File: config.mk
export PLATFORM = sky130hd
export DESIGN_NAME = fft_seq_ctrl_flat
export DESIGN_NICKNAME = d
export VERILOG_FILES = /design/src/rtl/fft_pkg.sv /design/src/rtl/fft_seq_ctrl_if.sv /design/src/rtl/fft_rot_gen.sv /design/src/rtl/fft_seq_ctrl.sv /design/src/flat_wrapper.sv
export SDC_FILE = /design/constraint.sdc
export NUM_CORES = 1
export LEC_CHECK = 0
export ABC_AREA = 1
export BUFFER_PORTS_ARGS = -buffer_cell sky130_fd_sc_hd__buf_2
export CORE_UTILIZATION = 40
export CTS_CLUSTER_SIZE = 40
export DETAILED_ROUTE_END_ITERATION = 10
export GPL_ROUTABILITY_DRIVEN = 1
export PLACE_DENSITY_LB_ADDON = 0.25
export SYNTH_ARGS = -nofsm -noshare
export SYNTH_HDL_FRONTEND = slang
export SYNTH_HIERARCHICAL = 1
export SYNTH_SLANG_ARGS = --single-unit
File: constraint.sdc
create_clock -name clk -period 3.9 [get_ports clk]
set_clock_uncertainty 0.1 [all_clocks]
set_input_delay 0.195 -clock clk [delete_from_list [all_inputs] [get_ports clk]]
set_output_delay 0.195 -clock clk [all_outputs]
set_load 0.02 [all_outputs]
File: src/rtl/fft_pkg.sv
// Shared types and constants for the FFT sequencer and its datapath neighbours.
package fft_pkg;

    typedef enum logic [1:0] {
        IDLE = 2'd0,
        RUN  = 2'd1,
        HOLD = 2'd2
    } seq_state_t;

    localparam int DEF_STAGES = 3;
    localparam int DEF_GROUPS = 2;
    localparam int DEF_ROT_W  = 3;
    localparam int DATA_W     = 34;   // 17-bit real + 17-bit imag
    localparam int FRAME_W    = 136;

    // Counter width that stays legal when a dimension collapses to one.
    function automatic int idx_w(input int n);
        return (n > 1) ? $clog2(n) : 1;
    endfunction

endpackage

File: src/rtl/fft_seq_ctrl_if.sv
// Control bundle between the FFT sequencer (master) and the s_p/mux/butterfly/reg1/p_s datapath (slave).
interface fft_seq_ctrl_if
    import fft_pkg::*;
#(
    parameter int STAGES = DEF_STAGES,
    parameter int GROUPS = DEF_GROUPS,
    parameter int ROT_W  = DEF_ROT_W
);
    localparam int STG_W = idx_w(STAGES);

    logic             frame_rdy;
    logic             ps_busy;
    logic             mux_sel;
    logic [ROT_W-1:0] rotation;
    logic             reg_we;
    logic             ps_load;
    logic             busy;
    logic             done;
    logic [STG_W-1:0] stage_idx;
    logic             ovf;

    modport master (
        input  frame_rdy, ps_busy,
        output mux_sel, rotation, reg_we, ps_load, busy, done, stage_idx, ovf
    );

    modport slave (
        output frame_rdy, ps_busy,
        input  mux_sel, rotation, reg_we, ps_load, busy, done, stage_idx, ovf
    );

endinterface

File: src/rtl/fft_rot_gen.sv
// Twiddle index for the butterfly: (grp << stage) mod 2^ROT_W, negated mod 2^ROT_W for the inverse transform.
module fft_rot_gen #(
    parameter int STG_W = 2,
    parameter int GRP_W = 1,
    parameter int ROT_W = 3
) (
    input  logic [STG_W-1:0] stage,
    input  logic [GRP_W-1:0] grp,
    input  logic             inverse,
    output logic [ROT_W-1:0] rotation
);

    logic [ROT_W-1:0] fwd;

    // Shifting inside ROT_W bits gives the modulo for free.
    assign fwd      = ROT_W'(grp) << stage;
    assign rotation = inverse ? ({ROT_W{1'b0}} - fwd) : fwd;

endmodule

File: src/rtl/fft_seq_ctrl.sv
// Stage/group sequencer for the shared FFT butterfly.
// Optional FFT_SEQ_INVERSE_EN adds an 'inverse' input selecting conjugate twiddles per frame.
module fft_seq_ctrl
    import fft_pkg::*;
#(
    parameter int STAGES = DEF_STAGES,
    parameter int GROUPS = DEF_GROUPS,
    parameter int ROT_W  = DEF_ROT_W
) (
    input  logic clk,
    input  logic rst,
`ifdef FFT_SEQ_INVERSE_EN
    input  logic inverse,
`endif
    fft_seq_ctrl_if.master bus
);

    localparam int STG_W = idx_w(STAGES);
    localparam int GRP_W = idx_w(GROUPS);

    seq_state_t       state_reg, state_next;
    logic [STG_W-1:0] stage_reg, stage_next;
    logic [GRP_W-1:0] grp_reg,   grp_next;
    logic             ovf_reg,   ovf_next;
    logic             inv_reg,   inv_next;
    logic             inv_in;
    logic             last_pass;
    logic             accept;
    logic             reg_we;
    logic             ps_load;

`ifdef FFT_SEQ_INVERSE_EN
    assign inv_in = inverse;
`else
    assign inv_in = 1'b0;
`endif

    assign last_pass = (stage_reg == STG_W'(STAGES - 1)) && (grp_reg == GRP_W'(GROUPS - 1));

    always_ff @(posedge clk) begin
        if (rst) begin
            state_reg <= IDLE;
            stage_reg <= '0;
            grp_reg   <= '0;
            ovf_reg   <= 1'b0;
            inv_reg   <= 1'b0;
        end else begin
            state_reg <= state_next;
            stage_reg <= stage_next;
            grp_reg   <= grp_next;
            ovf_reg   <= ovf_next;
            inv_reg   <= inv_next;
        end
    end

    always_comb begin
        state_next = state_reg;
        stage_next = stage_reg;
        grp_next   = grp_reg;
        inv_next   = inv_reg;
        reg_we     = 1'b0;
        ps_load    = 1'b0;
        accept     = 1'b0;

        case (state_reg)
            IDLE: begin
                accept = 1'b1;
            end
            RUN: begin
                if (!last_pass) begin
                    reg_we = 1'b1;
                    if (grp_reg == GRP_W'(GROUPS - 1)) begin
                        grp_next   = '0;
                        stage_next = stage_reg + STG_W'(1);
                    end else begin
                        grp_next   = grp_reg + GRP_W'(1);
                    end
                end else if (!bus.ps_busy) begin
                    ps_load = 1'b1;
                    accept  = 1'b1;
                end else begin
                    state_next = HOLD;
                end
            end
            HOLD: begin
                if (!bus.ps_busy) begin
                    ps_load = 1'b1;
                    accept  = 1'b1;
                end
            end
            default: begin
                state_next = IDLE;
            end
        endcase

        // Frame finished: park counters at zero so idle outputs read as zero.
        if (ps_load) begin
            state_next = IDLE;
            stage_next = '0;
            grp_next   = '0;
        end

        if (accept && bus.frame_rdy) begin
            state_next = RUN;
            stage_next = '0;
            grp_next   = '0;
            inv_next   = inv_in;
        end

        ovf_next = ovf_reg | (bus.frame_rdy & ~accept);
    end

    fft_rot_gen #(
        .STG_W (STG_W),
        .GRP_W (GRP_W),
        .ROT_W (ROT_W)
    ) u_rot_gen (
        .stage    (stage_reg),
        .grp      (grp_reg),
        .inverse  (inv_reg),
        .rotation (bus.rotation)
    );

    assign bus.busy      = (state_reg != IDLE);
    assign bus.mux_sel   = (state_reg != IDLE) && (stage_reg != '0);
    assign bus.reg_we    = reg_we;
    assign bus.ps_load   = ps_load;
    assign bus.done      = ps_load;
    assign bus.stage_idx = stage_reg;
    assign bus.ovf       = ovf_reg;

endmodule

File: src/flat_wrapper.sv
// flat-port wrapper written by rule: the top's interface ports become plain ports
module fft_seq_ctrl_flat import fft_pkg::*;
#(
    parameter int STAGES = DEF_STAGES,
    parameter int GROUPS = DEF_GROUPS,
    parameter int ROT_W  = DEF_ROT_W
)
  (clk, rst, bus_frame_rdy, bus_ps_busy, bus_mux_sel, bus_rotation, bus_reg_we, bus_ps_load, bus_busy, bus_done, bus_stage_idx, bus_ovf);
  fft_seq_ctrl_if #(.STAGES(STAGES), .GROUPS(GROUPS), .ROT_W(ROT_W)) bus_i ();
  input  logic clk;
  input  logic rst;
  input wire logic [$bits(bus_i.frame_rdy)-1:0] bus_frame_rdy;
  input wire logic [$bits(bus_i.ps_busy)-1:0] bus_ps_busy;
  output wire logic [$bits(bus_i.mux_sel)-1:0] bus_mux_sel;
  output wire logic [$bits(bus_i.rotation)-1:0] bus_rotation;
  output wire logic [$bits(bus_i.reg_we)-1:0] bus_reg_we;
  output wire logic [$bits(bus_i.ps_load)-1:0] bus_ps_load;
  output wire logic [$bits(bus_i.busy)-1:0] bus_busy;
  output wire logic [$bits(bus_i.done)-1:0] bus_done;
  output wire logic [$bits(bus_i.stage_idx)-1:0] bus_stage_idx;
  output wire logic [$bits(bus_i.ovf)-1:0] bus_ovf;
  assign bus_i.frame_rdy = bus_frame_rdy;
  assign bus_i.ps_busy = bus_ps_busy;
  assign bus_mux_sel = bus_i.mux_sel;
  assign bus_rotation = bus_i.rotation;
  assign bus_reg_we = bus_i.reg_we;
  assign bus_ps_load = bus_i.ps_load;
  assign bus_busy = bus_i.busy;
  assign bus_done = bus_i.done;
  assign bus_stage_idx = bus_i.stage_idx;
  assign bus_ovf = bus_i.ovf;
  fft_seq_ctrl #(.STAGES(STAGES), .GROUPS(GROUPS), .ROT_W(ROT_W)) u_core (.clk(clk), .rst(rst), .bus(bus_i));
endmodule
==> flow_summary.yaml, run 1 <==
status:
  outcome: "finished clean"
critical_path:
  cp_max_fo: 7
  worst_ep_arrival_time_ns: 1.59
  reg2reg_setup_slack_ns: 2.34
  timing.critical_path.from_type: "flop"
  r2r-end: "u_core/state_reg[1]$_SDFFE_PP0P_"
  endpoint_kind: "output port"
  worst_r2r_src: "u_core/bus.stage_idx[0]$_SDFFE_PP0P_"
  required_ns: 3.61
  r2r.worst_path.cells: 9
  path_class: "flop to output port"
placed_design:
  placed_area_sq_um: 621
  placed_cells_incl_taps: 109
  gp_congestion: 0.730
  port-buffer-count: 14
  post-dp-hpwl_um: 794
timing:
  totalNegativeSetupSlack_ns: 0
  period_minus_slack_ns: 1.88
  timing.hold.ws_ns: 0.0612
  finalSetupViolations: 0
  unrepaired_setup_endpoints_after_global_routing: "false"
  maxSlewViolCount: 0
  period_share_pct: 48.3
  achievable-frequency_mhz: 531
  final_hold_viol_count: 0
floorplan:
  coreArea_sq_um: 1170
  chipWidth_um: 38.5
  design.die.area_sq_um: 1480
  io_pins: 15
  num_rows: 12
  initial_core_utilization_pct: 45.5
  die-height_um: 38.5
detailed_routing:
  drt_iter0_markers: 6
  detailroute.via_count: 490
  routed_wirelength_um: 952
  drt_pass1_iterations: 3
  antenna_left: 0
  route.detailed.drc: 0
  post_drt_via_cell_ratio: 4.38
  route.detailed.wl_per_inst_um: 8.50
global_route:
  grt_start_max_net_pins: 9
  first_global_vias: 413
  gr-usage-all-layers_pct: 16.4
  grt_first_pass_wirelength_um: 1640
  antenna_violations_before_repair: 0
  grt_ovf: 0
synth:
  seq_area_frac_synth_pct: 22.5
  postSynthAreaPerCell_sq_um: 6.66
  synth-warning-count: 6
  synth_seq_cells: 6
  netlist_area_sq_um: 533
  post_synth_main_area_contributors: "sky130_fd_sc_hd__dfxtp_1 23%, sky130_fd_sc_hd__ha_1 16%, sky130_fd_sc_hd__inv_1 13%, sky130_fd_sc_hd__nand2_1 11%, sky130_fd_sc_hd__nand2_2 5.9%"
  largest_area_contributor_in_the_synthesized_netlist: "sky130_fd_sc_hd__dfxtp_1"
  netlist-cell-type-count: 18
  portion_of_synthesized_cell_area_occupied_by_the_leading_cell_type_pct: 22.5
  netlist_instances: 80
final_layout:
  mostFrequentLayoutCell: "sky130_fd_sc_hd__inv_1"
  drive_above_1_share_pct: 32.7
  finalNetCount: 111
  areaGrowthSynthToFinish_pct: 20.7
  stdcell_area_sq_um: 643
  top_library_cells_by_usage_in_the_layout_fill_and_taps_aside: "18 x sky130_fd_sc_hd__inv_1, 15 x sky130_fd_sc_hd__nand2_1, 14 x sky130_fd_sc_hd__buf_2, 7 x sky130_fd_sc_hd__nor2_1, 7 x sky130_fd_sc_hd__ha_1"
  antennaDiodeCount: 0
  finish.cell_count_without_fillers: 112
  num-fill-cells: 127
clocking:
  htree_num_levels: 1
  root_buffer: "sky130_fd_sc_hd__clkbuf_4"
  clock-sinks: 6
  buffers_from_clock_root_to_sink_at_most: 2
  clock_latency_ns: 0.24
  post_cts_resize_count: 0
  cts.reportedPaths.clkPinSlew_ns: 0.04
  cts_made_buffers: 3
  postCtsSetupRepairBufs: 0
  cts_tree: "done"
  cts-hold-fix-buffers: 0
worst_hold_path:
  min-delay-path-class: "primary input to flop"
  holdCritStartpoint: "rst"
  min_delay_worst_endpoint: "u_core/state_reg[0]$_SDFFE_PP0P_"
  min_path_cells: 2
job:
  timing.max_cap.violations: 0
power_and_ir_drop:
  static-leakage-power_nw: 0.375
  power.total_mw: 0.211
  ir_drop_worst_case_vdd_v: 0.000200
  power_density_nw_per_um2: 328
## synthesized netlist by cell type, drive strengths merged
library cell / instances
nand4: 1
conb: 1
xor2: 1
nand3: 7
ha: 7
inv: 21
o21ai: 2
buf: 1
nor2: 10
a21oi: 3
dfxtp: 6
nand2: 20
## final cells by class
class | count | area, sq um | area share (%)
multi-input cells | 54 | 334 | 51.9
flip-flops and latches | 6 | 120 | 18.7
inverters | 21 | 78.8 | 12.3
repair buffers | 14 | 70.1 | 10.9
clock buffers | 3 | 22.5 | 3.50
well taps | 14 | 17.5 | 2.72
## routing by layer
layer  track usage (%)  part of all wire [%]  vias up
li1                  -                     -      271
met4              10.3                   1.9        0
met3              3.49                   2.4        2
met1              21.7                    51      209
met5                 0                     0        -
met2              23.8                    45        8
## how the worst max path moves through the flow
| stage | startpoint | endpoint | slack (ns) |
|---|---|---|---|
| after floorplan | u_core/bus.stage_idx[0]$_SDFFE_PP0P_ | bus_ps_load | 2.12 |
| after CTS | u_core/bus.stage_idx[0]$_SDFFE_PP0P_ | bus_ps_load | 2.00 |
| after global placement | u_core/bus.stage_idx[0]$_SDFFE_PP0P_ | bus_ps_load | 2.29 |
| final | u_core/bus.stage_idx[0]$_SDFFE_PP0P_ | bus_ps_load | 2.02 |
| after detailed placement | u_core/bus.stage_idx[0]$_SDFFE_PP0P_ | bus_ps_load | 2.26 |
| after global routing | u_core/bus.stage_idx[0]$_SDFFE_PP0P_ | bus_done | 1.86 |
## per-stage QoR
stage          util (%)  worst slack, ns
3_5_place_dp       53.0             2.26
2_1_floorplan         -             2.12
6_report           54.9             2.02
3_3_place_gp       53.0             2.29
4_1_cts            54.9             2.00
5_1_grt            54.9             1.86
## where the power goes
group	total (mW)	internal (mW)	switching (mW)
Combinational	0.0825	0.0290	0.0535
Sequential	0.0745	0.0675	0.00701
Clock	0.0540	0.0346	0.0194
## cells by family (layout without fill, tap and decap cells)
kind of cell | Yosys count | after routing | share of synthesized area [%]
AND/OR/NAND/NOR | 38 | 38 | 36.4
other | 1 | 3 | 0.704
adder cells (fa/ha/maj) | 7 | 7 | 16.4
AO/OA/AOI/OAI | 5 | 5 | 6.10
flip-flops | 6 | 6 | 22.5
XOR/XNOR | 1 | 1 | 1.64
buffers and inverters | 22 | 38 | 16.2
## worst max-delay path: stages, from the launching register on
cell                      delay, ns
sky130_fd_sc_hd__dfxtp_1       0.47
sky130_fd_sc_hd__inv_1         0.10
sky130_fd_sc_hd__ha_1          0.23
sky130_fd_sc_hd__nand2_1       0.09
sky130_fd_sc_hd__inv_1         0.05
sky130_fd_sc_hd__nand2_2       0.07
sky130_fd_sc_hd__nand2_2       0.06
sky130_fd_sc_hd__nand2_1       0.07
sky130_fd_sc_hd__inv_1         0.05
sky130_fd_sc_hd__buf_2         0.15
Power figures use the tool's default switching activity.
==> run 2: changes to the inputs <==
==> constraint.sdc (replaced) <==
create_clock -name clk -period 1.5 [get_ports clk]
set_clock_uncertainty 0.1 [all_clocks]
set_input_delay 0.075 -clock clk [delete_from_list [all_inputs] [get_ports clk]]
set_output_delay 0.075 -clock clk [all_outputs]
set_load 0.02 [all_outputs]
==> run 2 against run 1 <==
  * Sequential power grew to 2.6 times the previous value
  * Critical path type unchanged
  * Final cell count is 8.0% higher
  * Clock power grew to 2.9 times the previous value
==> flow_summary.yaml, run 2 (same netlist as run 1, synthesis figures left out) <==
timing:
  period_share_pct: 99.4
  totalNegativeSetupSlack_ns: 0
  timing.hold.ws_ns: 0.00756
  period_minus_slack_ns: 1.49
  final_hold_viol_count: 0
  achievable-frequency_mhz: 670
  unrepaired_setup_endpoints_after_global_routing: "true"
  finalSetupViolations: 0
  maxSlewViolCount: 0
detailed_routing:
  topRoutingLayerUsed: "met3"
  route.detailed.wl_per_inst_um: 9.41
  post_drt_via_cell_ratio: 4.28
  route.detailed.drc: 0
  drt_pass1_iterations: 2
  wire_length_on_met1_um: 575
  drt_iter0_markers: 5
  routed_wirelength_um: 1140
  met3WireLength_um: 19
  antenna_left: 0
  detailroute.via_count: 518
  met2_length_um: 544
global_route:
  first_global_vias: 475
  grt_first_pass_wirelength_um: 1890
  grt_ovf: 0
  gr-usage-all-layers_pct: 17.9
  antenna_violations_before_repair: 0
  grt_start_max_net_pins: 9
final_layout:
  postLayoutCoreUtil_pct: 66.0
  top_library_cells_by_usage_in_the_layout_fill_and_taps_aside: "14 x sky130_fd_sc_hd__nand2_1, 14 x sky130_fd_sc_hd__inv_1, 12 x sky130_fd_sc_hd__buf_2, 7 x sky130_fd_sc_hd__buf_4, 7 x sky130_fd_sc_hd__nor2_1"
  drive_above_1_share_pct: 49.5
  areaGrowthSynthToFinish_pct: 45.1
  finalNetCount: 119
  num-fill-cells: 106
  multiInputGateArea_sq_um: 367
  final-seq-area_sq_um: 134
  antennaDiodeCount: 0
critical_path:
  endpoint_kind: "output port"
  worst-path-buf-inv: 4
  required_ns: 1.32
  cp_max_fo: 3
  cp_cell_instances: "inv_2 > ha_4 > inv_4 > nor2_4 > nand2_2 > nand2_2 > nand2_2 > inv_2 > buf_6"
  worst_ep_arrival_time_ns: 1.32
  path_class: "flop to output port"
  cpMaxStageDelayCell: "sky130_fd_sc_hd__dfxtp_2"
  timing.critical_path.from_type: "flop"
  critical_path.max_stage_delay_ns: 0.33
  timing.critical_path.max_delay_family: "flip-flops"
  worst_path_most_repeated_cell: "sky130_fd_sc_hd__nand2_2"
job:
  timing.max_cap.violations: 0
power_and_ir_drop:
  power.share.sequential_pct: 32.3
  ir_drop_worst_case_vdd_v: 0.000552
  switching_share_pct: 37.4
  static-leakage-power_nw: 0.417
  p_switching_mw: 0.224
  clock_power_share_pct: 26.2
  comb_power_share_pct: 41.5
  power_density_nw_per_um2: 776
  p_int_mw: 0.375
clocking:
  cts_made_buffers: 3
  htree_num_levels: 1
  clock-sinks: 6
  cts_tree: "done"
  clock_latency_ns: 0.24
  root_buffer: "sky130_fd_sc_hd__clkbuf_4"
  buffers_from_clock_root_to_sink_at_most: 2
  cts.reportedPaths.clkPinSlew_ns: 0.04
floorplan:
  design.die.area_sq_um: 1480
  num_rows: 12
  coreArea_sq_um: 1170
  initial_core_utilization_pct: 45.5
  chipWidth_um: 38.5
  die-height_um: 38.5
  io_pins: 15
placed_design:
  post-dp-hpwl_um: 803
  gp_congestion: 0.764
  port-buffer-count: 14
worst_hold_path:
  min-delay-path-class: "primary input to flop"
status:
  outcome: "finished clean"
==> run 2: cell type report <==
type / count / share of cell area [%]
multi-input cells: 54 / 47.4
flip-flops and latches: 6 / 17.3
well taps: 14 / 2.27
clock buffers: 4 / 3.40
inverters: 21 / 10.8
repair buffers: 22 / 18.8
==> run 2: path summary, 6_finish.rpt <==
kind                                                      startpoint                     endpoint  slack (ns)  cells past startpoint
worst min-delay path                                   bus_frame_rdy    u_core/bus.ovf$_SDFF_PP0_       0.008                      3
worst max-delay path                u_core/state_reg[1]$_SDFFE_PP0P_                     bus_done       0.008                      9
worst max register to register  u_core/bus.stage_idx[0]$_SDFFE_PP0P_  u_core/grp_reg$_SDFFE_PP0P_        0.08                     10
worst min register to register             u_core/bus.ovf$_SDFF_PP0_    u_core/bus.ovf$_SDFF_PP0_        0.35                      2
==> run 2: metal layers <==
metal,vias to the layer above,track usage [%]
met5,-,0
met4,0,7.76
met3,0,1.74
met2,5,27.1
met1,227,25.2
li1,286,-
==> run 2: power by group through the flow <==
| stage | Clock, mW | Combinational (mW) | Sequential (mW) |
|---|---|---|---|
| floorplan | 0 | 0.157 | 0.196 |
| global route | 0.176 | 0.280 | 0.198 |
| finish | 0.157 | 0.249 | 0.194 |
| detailed placement | 0 | 0.217 | 0.195 |
| CTS | 0.166 | 0.233 | 0.193 |
| global placement | 0 | 0.216 | 0.194 |
==> run 2: per-stage QoR <==
stage / setup WS, ns / area [sq um] / instances / power [mW]
5_1_grt: -0.0525 / 773 / 121 / 0.654
3_3_place_gp: 0.113 / 633 / 110 / 0.411
3_5_place_dp: 0.0937 / 633 / 110 / 0.412
4_1_cts: 0.00449 / 737 / 118 / 0.592
2_1_floorplan: 0.0439 / 546 / 82 / 0.353
6_report: 0.00843 / 773 / 121 / 0.600
==> run 2: worst register-to-register path, delay by kind of cell, from the launching register on <==
kind | cells | cell delay (ns)
AO/OA/AOI/OAI | 1 | 0.12
adder cells (fa/ha/maj) | 1 | 0.15
buffers and inverters | 3 | 0.22
flip-flops | 1 | 0.35
AND/OR/NAND/NOR | 5 | 0.40
==> run 2: timing repair <==
action | CTS | global route
gates cloned | 0 | 0
hold endpoints to repair | 2 | 0
pin swaps | 1 | 3
gates resized for setup | 15 | 7
buffers inserted | 3 | 3
hold buffers | 1 | 0
endpoints found under the setup margin | 2 | 7
==> run 3: changes to the inputs <==
--- a/config.mk
+++ b/config.mk
@@ -7,7 +7,9 @@
 export LEC_CHECK = 0
 export ABC_AREA = 1
 export BUFFER_PORTS_ARGS = -buffer_cell sky130_fd_sc_hd__buf_2
-export CORE_UTILIZATION = 40
+export CELL_PAD_IN_SITES_DETAIL_PLACEMENT = 2
+export CELL_PAD_IN_SITES_GLOBAL_PLACEMENT = 2
+export CORE_UTILIZATION = 23
 export CTS_CLUSTER_SIZE = 40
 export DETAILED_ROUTE_END_ITERATION = 10
 export GPL_ROUTABILITY_DRIVEN = 1
==> run 3 against run 2 <==
  * The run now ends with negative setup slack left
  * Design area up 12%
  * Combinational power up 30%
  * Die area up 70%
  * Critical path depth down 1
  * Sequential cell count unchanged
  * Clock power up 6%
  * Worst hold slack better by 0.36 ns
  * Register-to-register slack worse by 0.09 ns
  * Critical endpoint is now u_core/state_reg[1]$_SDFFE_PP0P_
==> flow_summary.yaml, run 3 (same netlist as run 1, synthesis figures left out) <==
timing:
  totalNegativeSetupSlack_ns: -0.0109
  period_share_pct: 101
  maxSlewViolCount: 0
  period_minus_slack_ns: 1.51
  achievable-frequency_mhz: 663
  timing.hold.ws_ns: 0.365
  layout_setup_ws_ns: -0.00861
  unrepaired_setup_endpoints_after_global_routing: "true"
  finalSetupViolations: 3
  final_hold_viol_count: 0
clocking:
  htree_num_levels: 1
  root_buffer: "sky130_fd_sc_hd__clkbuf_4"
  cts_made_buffers: 3
  clock-sinks: 6
  cts_tree: "done"
  clock_latency_ns: 0.25
  buffers_from_clock_root_to_sink_at_most: 2
  cts.reportedPaths.clkPinSlew_ns: 0.05
detailed_routing:
  routed_wirelength_um: 1750
  drt_iter0_markers: 2
  detailroute.via_count: 600
  drt_pass1_iterations: 2
  route.detailed.drc: 0
  post_drt_via_cell_ratio: 4.26
  route.detailed.wl_per_inst_um: 12.4
  antenna_left: 0
critical_path:
  timing.critical_path.from_type: "flop"
  reg2reg_setup_slack_ns: -0.009
  path_class: "flop to flop"
  cp_max_fo: 4
  worst_r2r_src: "u_core/state_reg[1]$_SDFFE_PP0P_"
  r2r.worst_path.cells: 8
  timing.critical_path.max_delay_family: "simple AND/OR/NAND/NOR gates"
  cp_cell_instances: "buf_4 > ha_2 > nand2_2 > nand2_4 > buf_4 > a21oi_2 > nand2_4 > nor2_1"
  endpoint_kind: "flop"
  required_ns: 1.58
  worst-path-buf-inv: 2
  worst_ep_arrival_time_ns: 1.59
  critical_path.max_stage_delay_ns: 0.35
  r2r-end: "u_core/state_reg[1]$_SDFFE_PP0P_"
  cp_launch_point: "u_core/state_reg[1]$_SDFFE_PP0P_"
  cpMaxStageDelayCell: "sky130_fd_sc_hd__dfxtp_4"
power_and_ir_drop:
  static-leakage-power_nw: 0.465
  clock_power_share_pct: 24.5
  p_switching_mw: 0.276
  power_density_nw_per_um2: 783
  power.share.sequential_pct: 28.0
  p_int_mw: 0.405
  comb_power_share_pct: 47.5
  ir_drop_worst_case_vdd_v: 0.000466
  switching_share_pct: 40.6
global_route:
  first_global_vias: 624
  grt_start_max_net_pins: 8
  grt_ovf: 0
  grtUsageMet1_pct: 15.3
  grt.met3_usage_pct: 3.64
  antenna_violations_before_repair: 0
  grt_first_pass_wirelength_um: 2790
  use_met2_pct: 29.6
  grt.busiest_layer: "met2"
  gr-usage-all-layers_pct: 15.4
floorplan:
  coreArea_sq_um: 2190
  io_pins: 15
  initial_core_utilization_pct: 24.3
  die-height_um: 50.1
  chipWidth_um: 50.1
  design.die.area_sq_um: 2510
  num_rows: 17
placed_design:
  post-dp-hpwl_um: 1220
  gp_congestion: 0.673
  port-buffer-count: 14
  placed_cells_incl_taps: 128
status:
  outcome: "finished, violations left"
  violations: "negative setup slack"
final_layout:
  top_library_cells_by_usage_in_the_layout_fill_and_taps_aside: "14 x sky130_fd_sc_hd__inv_1, 13 x sky130_fd_sc_hd__nand2_1, 12 x sky130_fd_sc_hd__buf_2, 12 x sky130_fd_sc_hd__buf_4, 6 x sky130_fd_sc_hd__nor2_1"
  multiInputGateArea_sq_um: 399
  antennaDiodeCount: 0
  finish.cell_count_without_fillers: 141
  finalNetCount: 125
  drive_above_1_share_pct: 51.3
  num-fill-cells: 264
  final-seq-area_sq_um: 130
  areaGrowthSynthToFinish_pct: 63.1
  postLayoutCoreUtil_pct: 39.7
  mostFrequentLayoutCell: "sky130_fd_sc_hd__inv_1"
worst_hold_path:
  min_path_cells: 2
  min-delay-path-class: "flop to flop"
  min_delay_worst_endpoint: "u_core/bus.ovf$_SDFF_PP0_"
  holdCritStartpoint: "u_core/bus.ovf$_SDFF_PP0_"
job:
  timing.max_cap.violations: 0
run 3: cell count changes in the layout (fill, tap and decap cells not counted), moves of 2 or more:
cell / previous run / this run
sky130_fd_sc_hd__buf_4: 7 / 12
sky130_fd_sc_hd__nand2_4: 0 / 3
sky130_fd_sc_hd__nand2_2: 6 / 4
sky130_fd_sc_hd__nand3_2: 2 / 0
sky130_fd_sc_hd__nand3_4: 0 / 2
run 3: worst max path at each step:
| stage | endpoint | slack (ns) | depth (start not counted) |
|---|---|---|---|
| after floorplan | bus_ps_load | 0.04 | 9 |
| after global placement | u_core/state_reg[0]$_SDFFE_PP0P_ | 0.06 | 9 |
| after detailed placement | u_core/bus.stage_idx[0]$_SDFFE_PP0P_ | 0.04 | 9 |
| after CTS | bus_ps_load | -0.03 | 9 |
| after global routing | u_core/state_reg[1]$_SDFFE_PP0P_ | -0.07 | 9 |
| final | u_core/state_reg[1]$_SDFFE_PP0P_ | -0.009 | 8 |
run 3: what timing repair did:
| item | in CTS | in global routing |
|---|---|---|
| endpoints found under the setup margin | 3 | 7 |
| hold endpoints to repair | 2 | 0 |
| hold buffers | 2 | 0 |
| buffers inserted | 5 | 2 |
| pin swaps | 2 | 9 |
| cloned | 0 | 0 |
| gates resized for setup | 15 | 13 |
run 3: worst register-to-register path, stage by stage, from the launching register on:
cell                      delay [ns]
sky130_fd_sc_hd__dfxtp_4        0.35
sky130_fd_sc_hd__buf_4          0.13
sky130_fd_sc_hd__ha_2           0.17
sky130_fd_sc_hd__nand2_2        0.09
sky130_fd_sc_hd__nand2_4        0.07
sky130_fd_sc_hd__buf_4          0.14
sky130_fd_sc_hd__a21oi_2        0.18
sky130_fd_sc_hd__nand2_4        0.09
sky130_fd_sc_hd__nor2_1         0.11
run 3: through the flow:
stage               setup slack (ns)  total power [mW]  cell area, sq um
floorplan                     0.0439             0.353               546
global placement              0.0618             0.431               681
detailed placement            0.0426             0.438               681
CTS                          -0.0253             0.652               810
global route                 -0.0684             0.729               870
finish                      -0.00861             0.681               870
run 3: power groups by stage:
stage / registers (mW) / clock network (mW) / logic (mW)
after floorplan: 0.196 / 0 / 0.157
after global placement: 0.186 / 0 / 0.244
after detailed placement: 0.189 / 0 / 0.250
after CTS: 0.189 / 0.174 / 0.289
after global routing: 0.192 / 0.183 / 0.354
final: 0.191 / 0.167 / 0.323
run 3: cell type report:
class / count / area share (%)
Sequential cell: 6 / 15.0
Timing Repair Buffer: 28 / 22.2
Tap cell: 28 / 4.03
Multi-Input combinational cell: 54 / 45.9
Inverter: 21 / 9.93
Clock buffer: 4 / 3.02
run 3: routing by layer:
layer  vias to the layer above  share of wire (%)
met3                         2                4.0
met2                        13                 56
met1                       284                 39
met5                         -                  0
li1                        301                  -
met4                         0                1.1
